[config.mk]
export PLATFORM = sky130hd
export DESIGN_NAME = spectrum_frame_scheduler
export DESIGN_NICKNAME = d
export VERILOG_FILES = /design/src/rtl/spectrum_pkg.sv /design/src/rtl/refresh_tick_gen.sv /design/src/rtl/spectrum_frame_scheduler.sv
export SDC_FILE = /design/constraint.sdc
export NUM_CORES = 1
export LEC_CHECK = 0
export CORE_ASPECT_RATIO = 1.2
export CORE_UTILIZATION = 45
export DETAILED_ROUTE_END_ITERATION = 8
export PLACE_DENSITY_LB_ADDON = 0.15
export SLEW_MARGIN = 20
export SYNTH_ARGS = -nofsm -noshare
export SYNTH_HDL_FRONTEND = slang
export SYNTH_HIERARCHICAL = 1
export SYNTH_SLANG_ARGS = --single-unit
[constraint.sdc]
create_clock -name clk -period 5.7 [get_ports clk]
set_input_delay 0.855 -clock clk [delete_from_list [all_inputs] [get_ports clk]]
set_output_delay 0.855 -clock clk [all_outputs]
set_load 0.05 [all_outputs]
[src/rtl/spectrum_pkg.sv]
// -----------------------------------------------------------------------------
// spectrum_pkg
// Shared definitions for the spectrum display path: band geometry (also used
// by the display block), the frame scheduler state encoding and the peak
// decay helper.
// -----------------------------------------------------------------------------
package spectrum_pkg;

   localparam int NUM_BANDS = 8;
   localparam int MAG_W     = 12;

   typedef enum logic [1:0] {
      ST_COLLECT = 2'd0,
      ST_HOLD    = 2'd1,
      ST_UPDATE  = 2'd2,
      ST_PUBLISH = 2'd3
   } state_e;

   // Proportional decay of a held peak. When the proportional step rounds to
   // zero the peak still drops by one so a band always falls to zero.
   function automatic logic [MAG_W-1:0] peak_decay(input logic [MAG_W-1:0] peak,
                                                    input int              shift);
      logic [MAG_W-1:0] step;
      step = peak >> shift;
      if (step != '0) return peak - step;
      if (peak != '0) return peak - MAG_W'(1);
      return '0;
   endfunction

endpackage

[src/rtl/refresh_tick_gen.sv]
// -----------------------------------------------------------------------------
// refresh_tick_gen
// Free-running divider producing a one-cycle refresh tick every REFRESH_DIV
// clock cycles. The counter runs 0..REFRESH_DIV-1 and the tick is high while
// it sits at the terminal count.
// Ports:
//   clk   - clock
//   rst_n - asynchronous active-low reset (counter to 0)
//   tick  - refresh tick, one cycle per period
// -----------------------------------------------------------------------------
module refresh_tick_gen #(
   parameter int REFRESH_DIV = 500000
) (
   input  logic clk,
   input  logic rst_n,
   output logic tick
);

   localparam int CNT_W = $clog2(REFRESH_DIV);

   logic [CNT_W-1:0] cnt_q;
   logic [CNT_W-1:0] cnt_d;

   assign tick = (cnt_q == CNT_W'(REFRESH_DIV - 1));

   always_comb begin
      cnt_d = tick ? '0 : cnt_q + CNT_W'(1);
   end

   always_ff @(posedge clk or negedge rst_n) begin
      if (!rst_n) cnt_q <= '0;
      else        cnt_q <= cnt_d;
   end

endmodule

[src/rtl/spectrum_frame_scheduler.sv]
// -----------------------------------------------------------------------------
// spectrum_frame_scheduler
// Collects a frame of FFT bin magnitudes, max-reduces them into NUM_BANDS
// bands, and on each refresh tick applies peak-hold with decay (one band per
// cycle) before publishing the packed band peaks with a one-cycle pulse.
// Ports:
//   clk, rst_n           - clock, asynchronous active-low reset
//   bin_valid/bin_ready  - bin stream handshake (ready only while collecting)
//   bin_idx, bin_mag     - bin index (top bits select the band), magnitude
//   bin_last             - final bin of the frame
//   spectrum_data_packed - peak array, band i at [i*MAG_W +: MAG_W]
//   spectrum_valid       - one-cycle publish pulse
//   skip_count           - saturating count of refresh ticks that were dropped
// -----------------------------------------------------------------------------
module spectrum_frame_scheduler
   import spectrum_pkg::*;
#(
   parameter int BIN_W       = 6,
   parameter int DECAY_SHIFT = 3,
   parameter int REFRESH_DIV = 500000
) (
   input  logic                       clk,
   input  logic                       rst_n,
   input  logic                       bin_valid,
   output logic                       bin_ready,
   input  logic [BIN_W-1:0]           bin_idx,
   input  logic [MAG_W-1:0]           bin_mag,
   input  logic                       bin_last,
   output logic [NUM_BANDS*MAG_W-1:0] spectrum_data_packed,
   output logic                       spectrum_valid,
   output logic [7:0]                 skip_count
);

   localparam int BAND_W = $clog2(NUM_BANDS);

   state_e             state_q, state_d;
   logic [BAND_W-1:0]  b_q, b_d;
   logic [MAG_W-1:0]   acc_q  [NUM_BANDS];
   logic [MAG_W-1:0]   acc_d  [NUM_BANDS];
   logic [MAG_W-1:0]   peak_q [NUM_BANDS];
   logic [MAG_W-1:0]   peak_d [NUM_BANDS];
   logic               tick_pending_q, tick_pending_d;
   logic [7:0]         skip_count_q, skip_count_d;
   logic               spectrum_valid_q, spectrum_valid_d;

   logic               tick;
   logic               hs;
   logic               update_start;
   logic [BAND_W-1:0]  band_sel;
   logic [MAG_W-1:0]   dec;
   logic               unused_idx_bits;

   refresh_tick_gen #(
      .REFRESH_DIV(REFRESH_DIV)
   ) u_tick (
      .clk  (clk),
      .rst_n(rst_n),
      .tick (tick)
   );

   // Only the band-select bits of the index matter.
   assign band_sel        = bin_idx[BIN_W-1 -: BAND_W];
   assign unused_idx_bits = ^bin_idx[BIN_W-BAND_W-1:0];
   assign hs              = bin_valid & bin_ready;

   // State register
   always_ff @(posedge clk or negedge rst_n) begin
      if (!rst_n) state_q <= ST_COLLECT;
      else        state_q <= state_d;
   end

   // Next-state logic
   always_comb begin
      state_d = state_q;
      case (state_q)
         ST_COLLECT: if (hs && bin_last)                    state_d = ST_HOLD;
         ST_HOLD:    if (tick_pending_q)                    state_d = ST_UPDATE;
         ST_UPDATE:  if (b_q == BAND_W'(NUM_BANDS - 1))     state_d = ST_PUBLISH;
         ST_PUBLISH:                                        state_d = ST_COLLECT;
         default:                                           state_d = ST_COLLECT;
      endcase
   end

   // Output decode; the publish pulse is registered on entry to PUBLISH so it
   // lines up with the cycle the state register shows PUBLISH.
   always_comb begin
      bin_ready        = (state_q == ST_COLLECT);
      spectrum_valid_d = (state_d == ST_PUBLISH);
      update_start     = (state_q == ST_HOLD) && (state_d == ST_UPDATE);
   end

   // Datapath: band accumulation, per-band peak update, tick bookkeeping
   always_comb begin
      acc_d          = acc_q;
      peak_d         = peak_q;
      b_d            = b_q;
      dec            = '0;
      tick_pending_d = tick_pending_q;
      skip_count_d   = skip_count_q;

      if (state_q == ST_PUBLISH) begin
         for (int i = 0; i < NUM_BANDS; i++) acc_d[i] = '0;
      end else if (hs && (bin_mag > acc_q[band_sel])) begin
         acc_d[band_sel] = bin_mag;
      end

      if (state_q == ST_HOLD)        b_d = '0;
      else if (state_q == ST_UPDATE) b_d = b_q + BAND_W'(1);

      if (state_q == ST_UPDATE) begin
         dec          = peak_decay(peak_q[b_q], DECAY_SHIFT);
         peak_d[b_q]  = (acc_q[b_q] >= dec) ? acc_q[b_q] : dec;
      end

      // A tick coinciding with the consume leaves the flag set without a
      // skip: the consumed tick was the older one, the new one is kept.
      if (tick) begin
         if (tick_pending_q && !update_start && (skip_count_q != 8'hFF))
            skip_count_d = skip_count_q + 8'd1;
         tick_pending_d = 1'b1;
      end else if (update_start) begin
         tick_pending_d = 1'b0;
      end
   end

   always_ff @(posedge clk or negedge rst_n) begin
      if (!rst_n) begin
         for (int i = 0; i < NUM_BANDS; i++) begin
            acc_q[i]  <= '0;
            peak_q[i] <= '0;
         end
         b_q              <= '0;
         tick_pending_q   <= 1'b0;
         skip_count_q     <= '0;
         spectrum_valid_q <= 1'b0;
      end else begin
         acc_q            <= acc_d;
         peak_q           <= peak_d;
         b_q              <= b_d;
         tick_pending_q   <= tick_pending_d;
         skip_count_q     <= skip_count_d;
         spectrum_valid_q <= spectrum_valid_d;
      end
   end

   always_comb begin
      spectrum_data_packed = '0;
      for (int i = 0; i < NUM_BANDS; i++)
         spectrum_data_packed[i*MAG_W +: MAG_W] = peak_q[i];
   end

   assign spectrum_valid = spectrum_valid_q;
   assign skip_count     = skip_count_q;

endmodule
Yosys cells after proc, flatten, opt, wreduce, memory -nomap -nowiden
Index checks and enable logic that the tools add are counted.
{ "totals": {"reg_bits": 226, "latch_bits": 0, "ramBits": 0, "rom_bits": 0, "inputBits": 22, "word_cells": 96, "memories": 0} }
{ "classes": {"n_addsub": 5, "mul": 0, "div_mod_pow": 0, "magnitude_cmp": 6, "eq_ne": 8, "shifts": 0, "muxes": 37, "n_bitwise": 3, "reduce_logical": 15} }
{ "op_table": {"columns": ["op", "count"], "rows": [
  ["bitwise mux 96 bit", 2],
  ["two-way mux 96 bit", 2],
  ["two-way mux 12 bit", 14],
  ["binary-select mux 12 bit (select 3 bit)", 3],
  ["demux 12 bit (select 3 bit)", 2],
  ["nonzero test 12 bit", 2],
  ["adder 19 x 1 -> 19 bit (second input constant)", 1],
  ["== test 19 bit (second input constant)", 1],
  ["two-way mux 19 bit", 1],
  [">= comparator 12 bit", 1],
  ["greater-than comparator 12 bit", 1],
  ["subtractor 12 x 1 -> 12 bit (second input constant)", 1],
  ["subtractor 12 x 9 -> 12 bit", 1],
  ["adder 8 x 1 -> 8 bit (second input constant)", 1],
  ["== test 2 bit (second input constant)", 4],
  [">= comparator 4 bit (second input constant)", 2],
  ["< comparator 4 x 1 -> 1 bit (second input constant)", 2],
  ["!= test 8 bit (second input constant)", 1],
  ["NOT 3 -> 4 bit", 2],
  ["one-hot mux 2 bit (4 select lines)", 1],
  ["logical AND 1 bit", 7],
  ["two-way mux 1 bit", 7],
  ["two-way mux 2 bit", 3],
  ["two-way mux 3 bit", 2],
  ["other kinds (8)", 10]
]} }

Logic depth before layout (Yosys ltp)
{ "depth": {"ltp_word": 15, "depth_mapped": 26} }

Modules after synthesis
Netlist, hierarchy kept.
{ "by_module_without_submodules": {"columns": ["mod", "instances", "cells_per_inst", "area_per_inst_um2", "seq_area_each_um2"], "rows": [
  ["spectrum_frame_scheduler", 1, 1158, 12251.8, 5180.0],
  ["refresh_tick_gen", 1, 85, 917.1, 475.5]
]} }

Least setup slack after synthesis
No wires, ideal clock.
{ "synth_timing": {"path_type": "reg2reg", "startpoint": "register b_q[0]", "endpoint": "register peak_q (netlist bit spectrum_data_packed[17])", "t_arrival_ps": 5940, "required_ps": 5563, "path_slack_ps": -377, "path_stages_with_launch": 25, "path_buffers": 7, "cell_sequence": "dfrtp_1 -> buf_6 -> buf_6 -> buf_6 -> buf_6 -> buf_2 -> buf_2 -> mux4_2 -> mux2i_1 -> ha_1 -> nand3_1 -> a21oi_1 -> or4_1 -> a41oi_1 -> o21ai_0 -> a22o_1 -> ha_1 -> nor2_1 -> or4b_1 -> o22a_1 -> o21a_1 -> clkbuf_1 -> and2_1 -> a211oi_2 -> o21ai_1"} }
{ "synth_between": {"elab_chain_len": 14, "word_cells_on_any_way": 29} }
{ "synth_lines": {"columns": ["element", "line_no", "text"], "rows": [
  ["from (decl)", "spectrum_frame_scheduler.sv:37", "logic [BAND_W-1:0] b_q, b_d;"],
  ["from (signal assigned)", "spectrum_frame_scheduler.sv:132", "b_q <= '0;"],
  ["from (signal assigned)", "spectrum_frame_scheduler.sv:139", "b_q <= b_d;"],
  ["NOT 3 -> 4 bit (*)", "spectrum_frame_scheduler.sv:111, spectrum_frame_scheduler.sv:112", null],
  ["parallel branches: the longest is 12 deep, another holds subtractor 12 x 9 -> 12 bit", null, null],
  ["bitwise mux 96 bit (*)", "spectrum_frame_scheduler.sv:112", "peak_d[b_q] = (acc_q[b_q] >= dec) ? acc_q[b_q] : dec;"],
  ["to (signal assigned)", "spectrum_frame_scheduler.sv:138", "peak_q <= peak_d;"],
  ["to (decl)", "spectrum_frame_scheduler.sv:40", "logic [MAG_W-1:0] peak_q [NUM_BANDS];"]
]} }
Every way passes the cells marked *. The select of a mux whose other input is x is not followed.
A chain may end at the register's enable or synchronous reset.

Worst setup path after layout
{ "layout_timing": {"startpoint": "register b_q[0]", "endpoint": "register peak_q (netlist bit spectrum_data_packed[92])"} }
The elaborated chain is that of the path after synthesis.

==> flow_summary.yaml <==
status:
  status: "finished clean"
die:
  die_h_um: 189.4
  io-pin-count: 128
  rows: 68
  die_x_um: 158.2
  coreArea_mm2: 0.02876
  start_util_pct: 45.79
  dieArea_mm2: 0.02995
finish:
  final_common_cell: "dfrtp_1"
  drive_gt1_share_pct: 17.82
  final_cell_mix: "dfrtp_1 (223), nor2_1 (153), clkdlybuf4s50_1 (122), nand2_1 (116), mux2i_1 (113)"
  n_fill_cell: 2547
  insertedDiodeCount: 0
  stdcell_area_mm2: 0.01606
  final_util_pct: 55.84
  fin_nets: 1443
  synthToLayoutAreaGrowth_pct: 21.94
timing:
  whs_ns: 0.3033
  slew_viol_final: 0
  setup_slack_ns: 0.2539
  hold_violations: 0
  fin_crit_sh_pct: 95.55
  rsz0062_at_grt: "no"
  max_freq_mhz: 183.6
  period_needed_ns: 5.446
  fin_setup_tns_ns: 0
  setup_viol: 0
  slew_headroom_pct: 25.47
  clock_skew_ns: 0.01173
  worst_slew_pin_slew_ns: 1.115
detailed_routing:
  wl_met2_um: 18520
  firstDrtPassIters: 6
  met3_length_um: 1614
  via_per_inst: 5.739
  vias: 10230
  drt-met1-wl_um: 15280
  routedWlPerCell_um: 20.40
  drtIter0Drc: 629
  wl_um: 36360
  drc: 0
  routed.top_layer: "met4"
  antenna_left: 0
critical_path:
  cp.required_ns: 6.08
  reg2reg_slack_ns: 0.25
  r2r_cells: 19
  worstPathMaxFanout: 14
  timing.rr.start: "b_q[0]"
  arrival_ns: 5.83
  startpoint_type: "flip-flop"
  cp-end-kind: "flip-flop"
  timing.rr.end: "spectrum_data_packed[92]"
  path_class: "flip-flop to flip-flop"
yosys:
  synthesis.nets: 1309
  ys.warnings.count: 6
  netlist_area_mm2: 0.01317
  synth-seq-area-share_pct: 42.95
  yosysUniqueCellTypes: 90
  ys_ff_latch: 226
  synth_cells: 1243
  synth-edff-count: 0
  syn_area_per_cell_um2: 10.59
  synth_ff_type: "dfrtp_1"
  ys_async_sr_fraction_pct: 100.0
clock_tree:
  htreeDepth: 1
  cts_buffer_depth: 3
  cts_buffers: 26
  cts_tree: "built"
  clkSlewWorstSetupHoldPaths_ns: 0.06
  cts_root_buffer: "clkbuf_16"
  clock-sinks: 226
  insertion_delay_ns: 0.55
grt:
  grt_start_max_net_pins: 101
  grt_antenna_before_repair: 0
  grtUsageTotal_pct: 25.20
  grt_pass1_vias: 10520
  grt_pass1_wl_um: 58750
  overflow: 0
placement:
  place_congestion: 0.8575
  dp_slack_ns: -0.1311
  io_buffers: 124
  place_hpwl_um: 26000
  place_area_mm2: 0.01511
pwr:
  sw_frac_of_total_pct: 22.35
  powerDensity_mw_per_mm2: 210.7
  p_leak_nw: 6.782
  p_seq_share_pct: 47.4
  internal_power_mw: 2.627
  switching_power_mw: 0.7560
  clkPwrFrac_pct: 49.3
  ir_drop_v: 0.0001956
  combPwrFrac_pct: 3.2
worst_hold_path:
  holdCritPathClass: "primary input to async pin"
run:
  maxCapViolCount: 0
==> synth_stat cells, drive strengths merged, types with 19 or more instances <==
cell type / number / area share, %
dfrtp: 226 / 43
nor2: 153 / 4.4
mux2i: 118 / 9.1
nand2: 117 / 3.4
o21ai: 101 / 3.8
clkbuf: 59 / 1.7
mux4: 58 / 10
a21oi: 47 / 1.8
ha: 43 / 4.1
buf: 28 / 1.2
mux2: 22 / 1.9
nand3: 21 / 0.84
nand4: 21 / 1.2
inv: 19 / 0.54
==> power by group through the flow <==
stage	combinational [mW]	sequential, mW	clock, mW
after CTS	0.112	1.60	1.71
after detailed placement	0.112	1.63	0
final	0.110	1.60	1.67
after global placement	0.111	1.63	0
after floorplan	0.0449	1.63	0
after global routing	0.123	1.60	1.77
==> how the worst max path moves through the flow <==
stage | startpoint | to | slack, ns | cells past startpoint
4_1_cts | b_q[0] | spectrum_data_packed[74] | 0.04 | 19
3_3_place_gp | b_q[0] | spectrum_data_packed[86] | -0.004 | 19
5_1_grt | b_q[0] | spectrum_data_packed[92] | 0.03 | 19
2_1_floorplan | b_q[0] | spectrum_data_packed[17] | -0.02 | 24
3_5_place_dp | b_q[0] | spectrum_data_packed[38] | -0.13 | 19
6_report | b_q[0] | spectrum_data_packed[92] | 0.25 | 19
==> cells by family after synthesis <==
family,synth area share [%]
and+or+nand+nor,14.34
AOI/OAI and AO/OA,12.29
DFF,42.95
muxes,21.01
buffers and inverters,3.458
adders and majority gates,4.238
xor gates and xnor gates,1.729
==> metrics by stage <==
| step | total power [mW] | instances |
|---|---|---|
| after floorplan | 1.679 | 1243 |
| after detailed placement | 1.746 | 1730 |
| final | 3.383 | 1782 |
| after global routing | 3.497 | 1782 |
| after CTS | 3.423 | 1779 |
| after global placement | 1.745 | 1730 |
==> cell type report <==
class	count	area (um2)	area share [%]
Sequential cell	226	5662	35.26
Multi-Input combinational cell	910	7149	44.52
Inverter	20	75.07	0.4675
Tap cell	385	481.7	3.000
Clock inverter	9	85.08	0.5298
Timing Repair Buffer	193	1826	11.37
Clock buffer	39	779.5	4.854
==> registers in the layout (all words and copies together), names as in the netlist <==
register and cells:
acc_q 96, b_q 3, skip_count 8, spectrum_data_packed 96, spectrum_valid 1, state_q 2, tick_pending_q 1, u_tick/cnt_q 19
==> timing repair <==
item,4_1_cts,5_1_grt
hold buffers,0,0
pin swaps,0,1
resized for setup,1,11
buffers inserted,1,3
setup endpoints to repair,65,96
==> routing by layer <==
layer	vias up	global-route usage (%)
li1	4820	-
met1	5092	32.54
met2	255	43.84
met3	60	3.204
met4	0	7.322
met5	-	0
==> critical path, cell delays in order (launching register included) <==
cell,delay (ns)
dfrtp_4,0.50
buf_12,0.18
mux4_2,0.57
mux2_2,0.32
ha_1,0.35
nand3_1,0.11
a21oi_1,0.06
or4_1,0.58
a41oi_2,0.31
o21ai_1,0.14
a22o_1,0.20
ha_1,0.18
nor2_1,0.12
or4b_4,0.50
o22a_1,0.21
o21a_2,0.22
buf_4,0.19
o31ai_2,0.21
buf_4,0.23
o21ai_1,0.09
Note: power is estimated with default switching activity, not from simulation.
